[config.mk]
export PLATFORM = sky130hd
export DESIGN_NAME = hamming_secded_decoder
export DESIGN_NICKNAME = d
export VERILOG_FILES = /design/src/rtl/hamming_secded_decoder.sv
export SDC_FILE = /design/constraint.sdc
export NUM_CORES = 1
export LEC_CHECK = 0
export ABC_AREA = 1
export CAP_MARGIN = 20
export CORE_ASPECT_RATIO = 0.9
export CORE_UTILIZATION = 54
export CTS_CLUSTER_DIAMETER = 80
export DETAILED_ROUTE_END_ITERATION = 12
export GPL_ROUTABILITY_DRIVEN = 0
export PLACE_DENSITY = 0.85
export SYNTH_ARGS = -nofsm -noshare
export SYNTH_HDL_FRONTEND = slang
export SYNTH_SLANG_ARGS = --single-unit
[constraint.sdc]
create_clock -name clk -period 3.2 [get_ports clk]
set_input_delay 0.48 -clock clk [delete_from_list [all_inputs] [get_ports clk]]
set_output_delay 0.48 -clock clk [all_outputs]
set_load 0.02 [all_outputs]
[src/rtl/hamming_secded_decoder.sv]
// hamming_secded_decoder: extended-Hamming SECDED decoder with a valid/ready stream and a one-entry output register
//
// Ports
//    clk            clock
//    rst_n          asynchronous active-low reset
//    ena            block enable; low freezes accepts and counters (a held result may still be popped)
//    correct_en     1 = correct single errors, 0 = detect only
//    cnt_clr        synchronous clear of both error counters (wins over a same-cycle count)
//    in_valid       codeword valid
//    in_ready       decoder can accept a codeword
//    in_code        received codeword; bit i-1 is Hamming position i, MSB is overall even parity
//    out_valid      output register holds a result
//    out_ready      consumer accepts the result
//    out_data       decoded data (raw when uncorrectable or when correction is disabled)
//    out_err_corr   single error detected (corrected when correct_en)
//    out_err_uncorr uncorrectable error detected
//    out_syndrome   registered Hamming syndrome
//    cnt_corr       saturating count of single-error results
//    cnt_uncorr     saturating count of uncorrectable results
module hamming_secded_decoder #(
   parameter int DATA_W = 4,
   parameter int PAR_W  = 3,
   parameter int CNT_W  = 8
) (
   input  logic                          clk,
   input  logic                          rst_n,
   input  logic                          ena,
   input  logic                          correct_en,
   input  logic                          cnt_clr,
   input  logic                          in_valid,
   output logic                          in_ready,
   input  logic [DATA_W+PAR_W:0]         in_code,
   output logic                          out_valid,
   input  logic                          out_ready,
   output logic [DATA_W-1:0]             out_data,
   output logic                          out_err_corr,
   output logic                          out_err_uncorr,
   output logic [PAR_W-1:0]              out_syndrome,
   output logic [CNT_W-1:0]              cnt_corr,
   output logic [CNT_W-1:0]              cnt_uncorr
);
   localparam int N = DATA_W + PAR_W + 1;

   if (2**PAR_W < N) begin : g_bad_params
      $error("hamming_secded_decoder: PAR_W too small for DATA_W");
   end

   // Hamming position holding data bit j: the j-th position in 1..N-1 that is not a power of two.
   function automatic int data_pos(int j);
      int cnt;
      int pos;
      cnt = 0;
      pos = 0;
      for (int i = 1; i < N; i++) begin
         if ((i & (i - 1)) != 0) begin
            if (cnt == j) pos = i;
            cnt++;
         end
      end
      return pos;
   endfunction

   logic [PAR_W-1:0]  syn_c;
   logic              par_c;
   logic              in_range_c;
   logic              corr_c;
   logic              uncorr_c;
   logic [N-1:0]      flip_c;
   logic [N-1:0]      fixed_c;
   logic [DATA_W-1:0] data_c;
   logic              accept;
   logic              pop;

   logic              valid_q, valid_d;
   logic [DATA_W-1:0] data_q, data_d;
   logic              corr_q, corr_d;
   logic              uncorr_q, uncorr_d;
   logic [PAR_W-1:0]  syn_q, syn_d;
   logic [CNT_W-1:0]  cnt_corr_q, cnt_corr_d;
   logic [CNT_W-1:0]  cnt_uncorr_q, cnt_uncorr_d;

   // Every set bit at position i contributes i itself, so the XOR of positions is the syndrome.
   always_comb begin
      syn_c = '0;
      for (int i = 1; i < N; i++) syn_c = syn_c ^ (in_code[i-1] ? PAR_W'(i) : '0);
   end

   assign par_c      = ^in_code;
   assign in_range_c = int'(syn_c) <= N - 1;
   // Odd parity with s=0 points at the overall parity bit, which still counts as corrected.
   assign corr_c     = par_c & in_range_c;
   assign uncorr_c   = par_c ? !in_range_c : (syn_c != '0);

   for (genvar i = 1; i < N; i++) begin : g_flip
      assign flip_c[i-1] = correct_en & corr_c & (syn_c == PAR_W'(i));
   end
   assign flip_c[N-1] = 1'b0;
   assign fixed_c     = in_code ^ flip_c;

   for (genvar j = 0; j < DATA_W; j++) begin : g_data
      localparam int P = data_pos(j);
      assign data_c[j] = fixed_c[P-1];
   end

   assign in_ready = ena & (!valid_q | out_ready);
   assign accept   = in_valid & in_ready;
   assign pop      = valid_q & out_ready;

   always_comb begin
      valid_d      = accept | (valid_q & !pop);
      data_d       = accept ? data_c : data_q;
      corr_d       = accept ? corr_c : corr_q;
      uncorr_d     = accept ? uncorr_c : uncorr_q;
      syn_d        = accept ? syn_c : syn_q;
      cnt_corr_d   = (ena & cnt_clr) ? '0 :
                     (accept & corr_c & ~&cnt_corr_q) ? cnt_corr_q + CNT_W'(1) : cnt_corr_q;
      cnt_uncorr_d = (ena & cnt_clr) ? '0 :
                     (accept & uncorr_c & ~&cnt_uncorr_q) ? cnt_uncorr_q + CNT_W'(1) : cnt_uncorr_q;
   end

   always_ff @(posedge clk or negedge rst_n) begin
      if (!rst_n) begin
         valid_q      <= 1'b0;
         data_q       <= '0;
         corr_q       <= 1'b0;
         uncorr_q     <= 1'b0;
         syn_q        <= '0;
         cnt_corr_q   <= '0;
         cnt_uncorr_q <= '0;
      end else begin
         valid_q      <= valid_d;
         data_q       <= data_d;
         corr_q       <= corr_d;
         uncorr_q     <= uncorr_d;
         syn_q        <= syn_d;
         cnt_corr_q   <= cnt_corr_d;
         cnt_uncorr_q <= cnt_uncorr_d;
      end
   end

   assign out_valid      = valid_q;
   assign out_data       = data_q;
   assign out_err_corr   = corr_q;
   assign out_err_uncorr = uncorr_q;
   assign out_syndrome   = syn_q;
   assign cnt_corr       = cnt_corr_q;
   assign cnt_uncorr     = cnt_uncorr_q;
endmodule

==> impl_metrics.toml, run 1 <==
[cts]
cts-root-buf = "clkbuf_8"
worstSkewPairLatency_ps = 270
clock_path_buffers = 2
cts_tree = "built"
numCtsBuffers = 3
clk_pin_slew_ps = 90
htreeDepth = 1
ctsResizeCount = 0
cts_hold_buf = 0
postCtsSetupRepairBufs = 0
cts_sinks = 26

[drt]
wl_microns = 4240
detail-route-antenna-nets = 0
drt-pass1-iter-count = 4
vias = 1836
drt_iter0_markers = 115
avgViaCountPerCell = 5.31
detail_route.wl_per_cell_microns = 12.3
drc_errors = 0

[run]
maxCapViolCount = 0

[hold_path]
hold_path_class = "flip-flop to flip-flop"
min_from = "out_data[0]$_DFFE_PN0P_"
holdPathStages = 2
min_to = "out_data[0]$_DFFE_PN0P_"

[power]
intPower_mw = 0.709
ir_drop_v = 0.000340
pwr-share-seq_pct = 39.3
leakage_nw = 1.23
p_clk_share_pct = 25.1
p_per_area_mw_per_mm2 = 461
power_mw = 1.08
power.net_switching_mw = 0.367
power_switching_share_pct = 34.1
power_frac_comb_pct = 35.5

[die]
die_area_sq_mm = 0.00361
core_sq_mm = 0.00314
die_h_microns = 57.1
fp.dieW_microns = 63.2
row_count = 19
io_pins = 42
start_util_pct = 58.0

[setup_path]
path_common_cell = "clkdlybuf4s50_1"
crit_chain = "clkdlybuf4s50_1 > inv_1 > nor2_1 > clkdlybuf4s50_1"
cp.required_ps = 2720
crit_type = "primary input to output pin"
cp_max_fo = 2
reg2reg_slack_ps = 1420
rr_startpoint = "out_valid$_DFF_PN0_"
crit_slowest_cell = "clkdlybuf4s50_1"
slowest_delay_ps = 600
cpLargestDelayFamily = "buffers and inverters"
cp-end-kind = "output pin"
rr_worst_depth = 8
start_kind = "primary input"
reg2reg_to = "cnt_uncorr[6]$_DFFE_PN0P_"
timing.critical_path.buf_inv = 3
cp_data_arrival_time_ps = 1740

[sta]
worst_slack_ps = 977
finalCriticalPeriod_ps = 2220
fin_tns_setup_ps = 0
hold_violations = 0
finalSetupViolations = 0
fin_skew_ps = 5.91
tightest_slew_ps = 766
rsz0062_at_grt = "false"
clock.fmax_mhz = 450
whs_ps = 483
slew_viol_final = 0
period_share_pct = 69.5
relSlewSlack_pct = 48.8

[synth]
synth.net_count = 281
syn_area_sq_mm = 0.00182
ys_seq_area_share_pct = 35.8
ys_warn_count = 0
synth.distinct_cells = 24
synthCells = 264
synth-seq-cells = 26
syn_area_per_cell_sq_um = 6.89

[final_layout]
layout_commonest_cell = "nand2_1"
area_growth_pct = 28.2
most-common-layout-cells = "nand2_1 (112), clkdlybuf4s50_1 (41), dfrtp_1 (26)"
fin_nets = 322
diodes = 0
drive_gt1_share_pct = 9.87
nFillCells = 261
instances_no_fill = 346

[placement]
io_buffers = 41
hpwl_microns = 3090
place_inst = 342
place_ws_ps = 828

[grt]
grt_use_total_pct = 25.8
grt_max_degree = 27
antenna_found_initial = 0
grt_pass1_vias = 1707
grt_overflow = 0
grt_pass1_wl_microns = 7410

[status]
status = "finished clean"
[worst min-delay path, delay by kind of cell, from the launching register on]
| kind | cells | cell delay, ps |
|---|---|---|
| flip-flops | 1 | 350 |
| AND/OR/NAND/NOR | 2 | 100 |
[power groups by stage]
stage | clock network, mW | logic (mW) | registers [mW]
after floorplan | 0 | 0.159 | 0.485
after global placement | 0 | 0.372 | 0.428
after detailed placement | 0 | 0.380 | 0.429
after CTS | 0.275 | 0.383 | 0.423
after global routing | 0.291 | 0.418 | 0.430
final | 0.270 | 0.382 | 0.423
[kinds of logic (layout without fill, tap and decap cells)]
family                   count (synthesis)  in the layout  share of synthesized area (%)
adder cells (fa/ha/maj)                  2              2                           1.38
AND/OR/NAND/NOR                        185            185                           48.2
flip-flops                              26             26                           35.8
XOR/XNOR                                12             12                           5.78
buffers and inverters                   34             74                           7.50
AO/OA/AOI/OAI                            5              5                           1.38
[Yosys cell counts]
master / number / area share [%]
nor2_8: 1 / 1.1
buf_4: 1 / 0.41
ha_1: 2 / 1.4
clkbuf_1: 3 / 0.62
nand2_1: 112 / 23
xor2_1: 10 / 4.8
buf_2: 2 / 0.55
nor2_1: 16 / 3.3
nand4_1: 13 / 4.5
nand3_1: 24 / 6.6
xnor2_1: 2 / 0.96
nor3b_4: 1 / 1.0
nand2_2: 6 / 2.1
inv_1: 21 / 4.3
o21ai_0: 4 / 1.1
nor3b_1: 1 / 0.41
nand3_2: 5 / 2.8
nand2_4: 4 / 2.5
inv_2: 6 / 1.2
nor2_4: 1 / 0.62
o21ai_1: 1 / 0.27
dfrtp_1: 26 / 36
nor3_1: 1 / 0.27
inv_4: 1 / 0.34
[worst max-delay path by stage]
stage | startpoint | end | slack (ps) | depth (start not counted)
floorplan | in_code[4] | cnt_uncorr[2]$_DFFE_PN0P_ | 1590 | 12
global placement | in_code[6] | cnt_uncorr[1]$_DFFE_PN0P_ | 850 | 12
detailed placement | in_code[6] | cnt_uncorr[6]$_DFFE_PN0P_ | 830 | 12
CTS | out_ready | in_ready | 960 | 4
global route | in_code[6] | cnt_uncorr[6]$_DFFE_PN0P_ | 910 | 12
finish | ena | in_ready | 980 | 4
[through the flow]
| step | util [%] | instance area (sq um) |
|---|---|---|
| after floorplan | - | 1820 |
| after global placement | 72.0 | 2260 |
| after detailed placement | 72.0 | 2260 |
| after CTS | 74.3 | 2330 |
| after global routing | 74.3 | 2330 |
| final | 74.3 | 2330 |
[sequential cells by signal, summed over array words and instances, names as in the netlist]
name and flops:
cnt_uncorr 8, out_data 4, out_err_corr 1, cnt_corr 8
out_syndrome 3, out_err_uncorr 1, out_valid 1
[cell type report]
type | count | area, sq um | area share (%)
Clock buffer | 3 | 41.3 | 1.77
Tap cell | 42 | 52.6 | 2.25
Sequential cell | 26 | 651 | 27.9
Inverter | 28 | 108 | 4.61
Multi-Input combinational cell | 204 | 1030 | 44.3
Clock inverter | 1 | 30.0 | 1.29
Timing Repair Buffer | 42 | 418 | 17.9
[metal layers]
metal  part of all wire, %  vias up  GRT usage, %
li1                      -      910             -
met5                     0        -             0
met4                  0.45        0          6.49
met3                   8.0        2          5.00
met2                    48       88          43.3
met1                    44      836          34.5
No activity file was read; power rests on OpenSTA's default activity.
==> run 2, diff against run 1 <==
--- a/config.mk
+++ b/config.mk
@@ -8,11 +8,11 @@
 export ABC_AREA = 1
 export CAP_MARGIN = 20
 export CORE_ASPECT_RATIO = 0.9
-export CORE_UTILIZATION = 54
+export CORE_UTILIZATION = 45
 export CTS_CLUSTER_DIAMETER = 80
 export DETAILED_ROUTE_END_ITERATION = 12
 export GPL_ROUTABILITY_DRIVEN = 0
-export PLACE_DENSITY = 0.85
+export PLACE_DENSITY = 0.76
 export SYNTH_ARGS = -nofsm -noshare
 export SYNTH_HDL_FRONTEND = slang
 export SYNTH_SLANG_ARGS = --single-unit
==> constraint.sdc (replaced) <==
create_clock -name clk -period 1.96 [get_ports clk]
set_input_delay 0.294 -clock clk [delete_from_list [all_inputs] [get_ports clk]]
set_output_delay 0.294 -clock clk [all_outputs]
set_load 0.02 [all_outputs]
==> run 2 against run 1 <==
  * Die area up 19%
  * Final area up 3.8%
  * Combinational power up 66%
  * Hold slack worse by 95 ps
  * Clock skew down 3.3 ps
  * Critical path type unchanged
  * Highest routed layer unchanged
==> impl_metrics.toml, run 2 (same netlist as run 1, synthesis figures left out) <==
[status]
status = "finished clean"

[grt]
antenna_found_initial = 0
grt_pass1_vias = 1648
grt_pass1_wl_microns = 7160
grt_use_total_pct = 20.0
grt_max_degree = 27
grt_overflow = 0

[cts]
cts_tree = "built"
numCtsBuffers = 3
ctsResizeCount = 0
worstSkewPairLatency_ps = 270
cts-root-buf = "clkbuf_8"
clock_path_buffers = 2
clk_pin_slew_ps = 90
postCtsSetupRepairBufs = 0
cts_hold_buf = 0
htreeDepth = 1
cts_sinks = 26

[sta]
tightest_slew_ps = 327
finalCriticalPeriod_ps = 1850
relSlewSlack_pct = 78.2
period_share_pct = 94.3
clock.fmax_mhz = 541
hold_violations = 0
slew_viol_final = 0
worst_slack_ps = 111
whs_ps = 388
fin_tns_setup_ps = 0
rsz0062_at_grt = "false"
finalSetupViolations = 0
fin_skew_ps = 2.58

[power]
intPower_mw = 1.18
leakage_nw = 1.28
power.net_switching_mw = 0.597
p_clk_share_pct = 25.0
p_per_area_mw_per_mm2 = 732
power_frac_comb_pct = 35.9
power_switching_share_pct = 33.7
pwr-share-seq_pct = 39.1
ir_drop_v = 0.000479
power_mw = 1.77

[setup_path]
timing.critical_path.buf_inv = 3
crit_slowest_cell = "clkdlybuf4s50_1"
start_kind = "primary input"
cp.required_ps = 1670
cp-end-kind = "output pin"
crit_chain = "clkdlybuf4s50_1 > inv_1 > nor2_1 > clkdlybuf4s50_1"
path_common_cell = "clkdlybuf4s50_1"
crit_type = "primary input to output pin"
cpLargestDelayFamily = "buffers and inverters"
cp_data_arrival_time_ps = 1550
cp_max_fo = 2
slowest_delay_ps = 600

[drt]
drt_iter0_markers = 103
avgViaCountPerCell = 4.93
drt-pass1-iter-count = 4
vias = 1781
drc_errors = 0
detail_route.wl_per_cell_microns = 11.0
detail-route-antenna-nets = 0
wl_microns = 3980

[die]
core_sq_mm = 0.00378
row_count = 21
start_util_pct = 48.1
die_area_sq_mm = 0.00430
die_h_microns = 62.3
fp.dieW_microns = 69.0
io_pins = 42

[final_layout]
most-common-layout-cells = "nand2_1 (112), clkdlybuf4s50_1 (41), dfrtp_1 (26)"
drive_gt1_share_pct = 13.0
instances_no_fill = 361
layout_commonest_cell = "nand2_1"
fin_nets = 333
area_growth_pct = 33.0
fin_area_sq_mm = 0.00242
diodes = 0
utilization_pct = 64.0

[placement]
place_inst = 357
dpl_cell_area_sq_mm = 0.00235
io_buffers = 41
place_ws_ps = -74.4
hpwl_microns = 3060

[run]
maxCapViolCount = 0

[hold_path]
hold_path_class = "primary input to async pin"
-- run 2: layer usage --
metal | GRT usage (%) | wire (microns)
met1 | 27.6 | 1970
met2 | 32.6 | 1780
met3 | 4.06 | 195
met4 | 3.83 | 30
met5 | 0 | 0
-- run 2: power groups by stage --
| stage | clock (mW) | sequential (mW) | combinational, mW |
|---|---|---|---|
| final | 0.443 | 0.693 | 0.636 |
| after global routing | 0.467 | 0.710 | 0.702 |
| after CTS | 0.445 | 0.694 | 0.640 |
| after detailed placement | 0 | 0.704 | 0.635 |
| after global placement | 0 | 0.702 | 0.627 |
| after floorplan | 0 | 0.791 | 0.260 |
-- run 2: worst register-to-register path, stage by stage, from the launching register on --
cell and delay, ps:
dfrtp_1 400, ha_1 210, nand2_1 70, nor3_1 250, nand3_1 130, nand3_2 120
nand2_4 90, inv_2 140, nand2_1 80, nand2_1 70
-- run 2: cell type report --
class,count,area (sq um)
clock buffer,3,41.3
clock inverter,1,30.0
fill,325,1360
inverter,28,108
multi-input combinational,204,1030
sequential,26,651
tap,46,57.6
timing repair buffer,53,500
-- run 2: worst paths after layout --
path / endpoint / slack, ps / from / cells past startpoint
min: cnt_corr[2]$_DFFE_PN0P_ / 390 / rst_n / 2
max: in_ready / 110 / ena / 4
max in group asynchronous: cnt_corr[6]$_DFFE_PN0P_ / 1330 / rst_n / 2
min in group clk: out_data[0]$_DFFE_PN0P_ / 490 / out_data[0]$_DFFE_PN0P_ / 2
max reg2reg: cnt_corr[7]$_DFFE_PN0P_ / 340 / cnt_corr[0]$_DFFE_PN0P_ / 9
min reg2reg: out_data[0]$_DFFE_PN0P_ / 490 / out_data[0]$_DFFE_PN0P_ / 2
==> run 3, diff against run 2 <==
--- a/config.mk
+++ b/config.mk
@@ -13,6 +13,7 @@
 export DETAILED_ROUTE_END_ITERATION = 12
 export GPL_ROUTABILITY_DRIVEN = 0
 export PLACE_DENSITY = 0.76
+export SETUP_SLACK_MARGIN = 0.05
 export SYNTH_ARGS = -nofsm -noshare
 export SYNTH_HDL_FRONTEND = slang
 export SYNTH_SLANG_ARGS = --single-unit
==> run 3 against run 2 <==
  * Critical path depth up 8
  * Sequential share of layout area about the same
  * Sequential cell count stayed put
  * Largest power group unchanged
  * Die area unchanged
  * Routed wire length hardly changed
  * Clock power about the same
  * Utilization grew 0.066 points
==> impl_metrics.toml, run 3 (same netlist as run 1, synthesis figures left out) <==
[drt]
vias = 1781
avgViaCountPerCell = 4.93
detail_route.wl_per_cell_microns = 11.0
wl_microns = 3980
drt-pass1-iter-count = 4
drt_iter0_markers = 103
detail-route-antenna-nets = 0
drc_errors = 0

[sta]
rsz0062_at_grt = "false"
clock.fmax_mhz = 577
tightest_slew_ps = 327
finalCriticalPeriod_ps = 1730
fin_tns_setup_ps = 0
slew_viol_final = 0
hold_violations = 0
relSlewSlack_pct = 78.2
period_share_pct = 88.4
fin_skew_ps = 2.58
finalSetupViolations = 0

[cts]
cts_sinks = 26
cts_tree = "built"
htreeDepth = 1
clk_pin_slew_ps = 90
cts_hold_buf = 0
cts-root-buf = "clkbuf_8"
clock_path_buffers = 2
ctsResizeCount = 0
postCtsSetupRepairBufs = 0
numCtsBuffers = 3
worstSkewPairLatency_ps = 270

[placement]
io_buffers = 41
place_inst = 357
hpwl_microns = 3060
dpl_cell_area_sq_mm = 0.00235

[setup_path]
reg2reg_slack_ps = 340
crit_type = "primary input to flip-flop"
cp-end-kind = "flip-flop"
reg2reg_to = "cnt_corr[7]$_DFFE_PN0P_"
cp_data_arrival_time_ps = 1900
start_kind = "primary input"
path_common_cell = "nand2_1"
crit_chain = "clkdlybuf4s50_1 > inv_2 > nand2_1 > nand2_1 > nand2_1 > nand2_1 > nand2_4 > nand3_2 > nor2_8 > nand2_4 > nand3_1 > nand2_1"
rr_startpoint = "cnt_corr[0]$_DFFE_PN0P_"
cp.required_ps = 2130
slowest_delay_ps = 600
cp_max_fo = 9
rr_worst_depth = 9
crit_slowest_cell = "clkdlybuf4s50_1"

[status]
status = "finished clean"

[die]
io_pins = 42
start_util_pct = 48.1
die_area_sq_mm = 0.00430
fp.dieW_microns = 69.0
row_count = 21
core_sq_mm = 0.00378
die_h_microns = 62.3

[power]
leakage_nw = 1.30
p_per_area_mw_per_mm2 = 732
ir_drop_v = 0.000479

[hold_path]
hold_path_class = "primary input to async pin"

[final_layout]
fin_nets = 333
fin_area_sq_mm = 0.00242
drive_gt1_share_pct = 13.0
diodes = 0
most-common-layout-cells = "nand2_1 (112), clkdlybuf4s50_1 (40), dfrtp_1 (26)"
instances_no_fill = 361
layout_commonest_cell = "nand2_1"
utilization_pct = 64.0
area_growth_pct = 33.1

[run]
maxCapViolCount = 0

[grt]
antenna_found_initial = 0
grt_pass1_wl_microns = 7160
grt_max_degree = 27
grt_pass1_vias = 1648
grt_overflow = 0
grt_use_total_pct = 20.0
[run 3: cell count changes in the layout (fill, tap and decap cells not counted), sizes merged]
cell	change
clkdlybuf4s50	-1
dlymetal6s2s	+1
[run 3: worst max-delay path: cells and delay by family]
kind | cells | cell delay [ps]
and+or+nand+nor | 10 | 910
buffers and inverters | 2 | 700
[run 3: per-stage QoR]
step | hold WS (ps) | total power [mW] | worst slack [ps]
finish | 388 | 1.77 | 227
floorplan | -1.59 | 1.05 | 394
global placement | 463 | 1.33 | -39.1
global route | 433 | 1.88 | 67.9
detailed placement | 469 | 1.34 | -74.4
CTS | 406 | 1.78 | 99.1
[run 3: cell type report]
cell class,count,area (sq um)
fill,324,1360
sequential,26,651
inverter,28,108
tap,46,57.6
timing repair buffer,53,503
clock buffer,3,41.3
clock inverter,1,30.0
multi-input combinational,204,1030
[run 3: worst max path at each step]
stage	end	start
6_report	cnt_uncorr[2]$_DFFE_PN0P_	in_code[4]
2_1_floorplan	cnt_uncorr[2]$_DFFE_PN0P_	out_valid$_DFF_PN0_
3_3_place_gp	cnt_uncorr[7]$_DFFE_PN0P_	in_code[4]
5_1_grt	cnt_uncorr[6]$_DFFE_PN0P_	in_code[4]
4_1_cts	in_ready	ena
3_5_place_dp	cnt_uncorr[2]$_DFFE_PN0P_	in_code[4]
[run 3: power by group]
| part | switching [mW] | total, mW | leakage (nW) | internal (mW) |
|---|---|---|---|---|
| Clock | 0.170 | 0.443 | 0.0357 | 0.273 |
| Combinational | 0.350 | 0.635 | 0.918 | 0.286 |
| Sequential | 0.0775 | 0.693 | 0.342 | 0.616 |
| Total | 0.597 | 1.77 | 1.30 | 1.17 |
[run 3: metal layers]
layer  vias to the layer above  part of all wire, %  track usage (%)
li1                        932                    -                -
met1                       805                   49             27.6
met2                        40                   45             32.6
met3                         4                  5.0             4.06
met4                         0                 0.75             3.83
met5                         -                    0                0
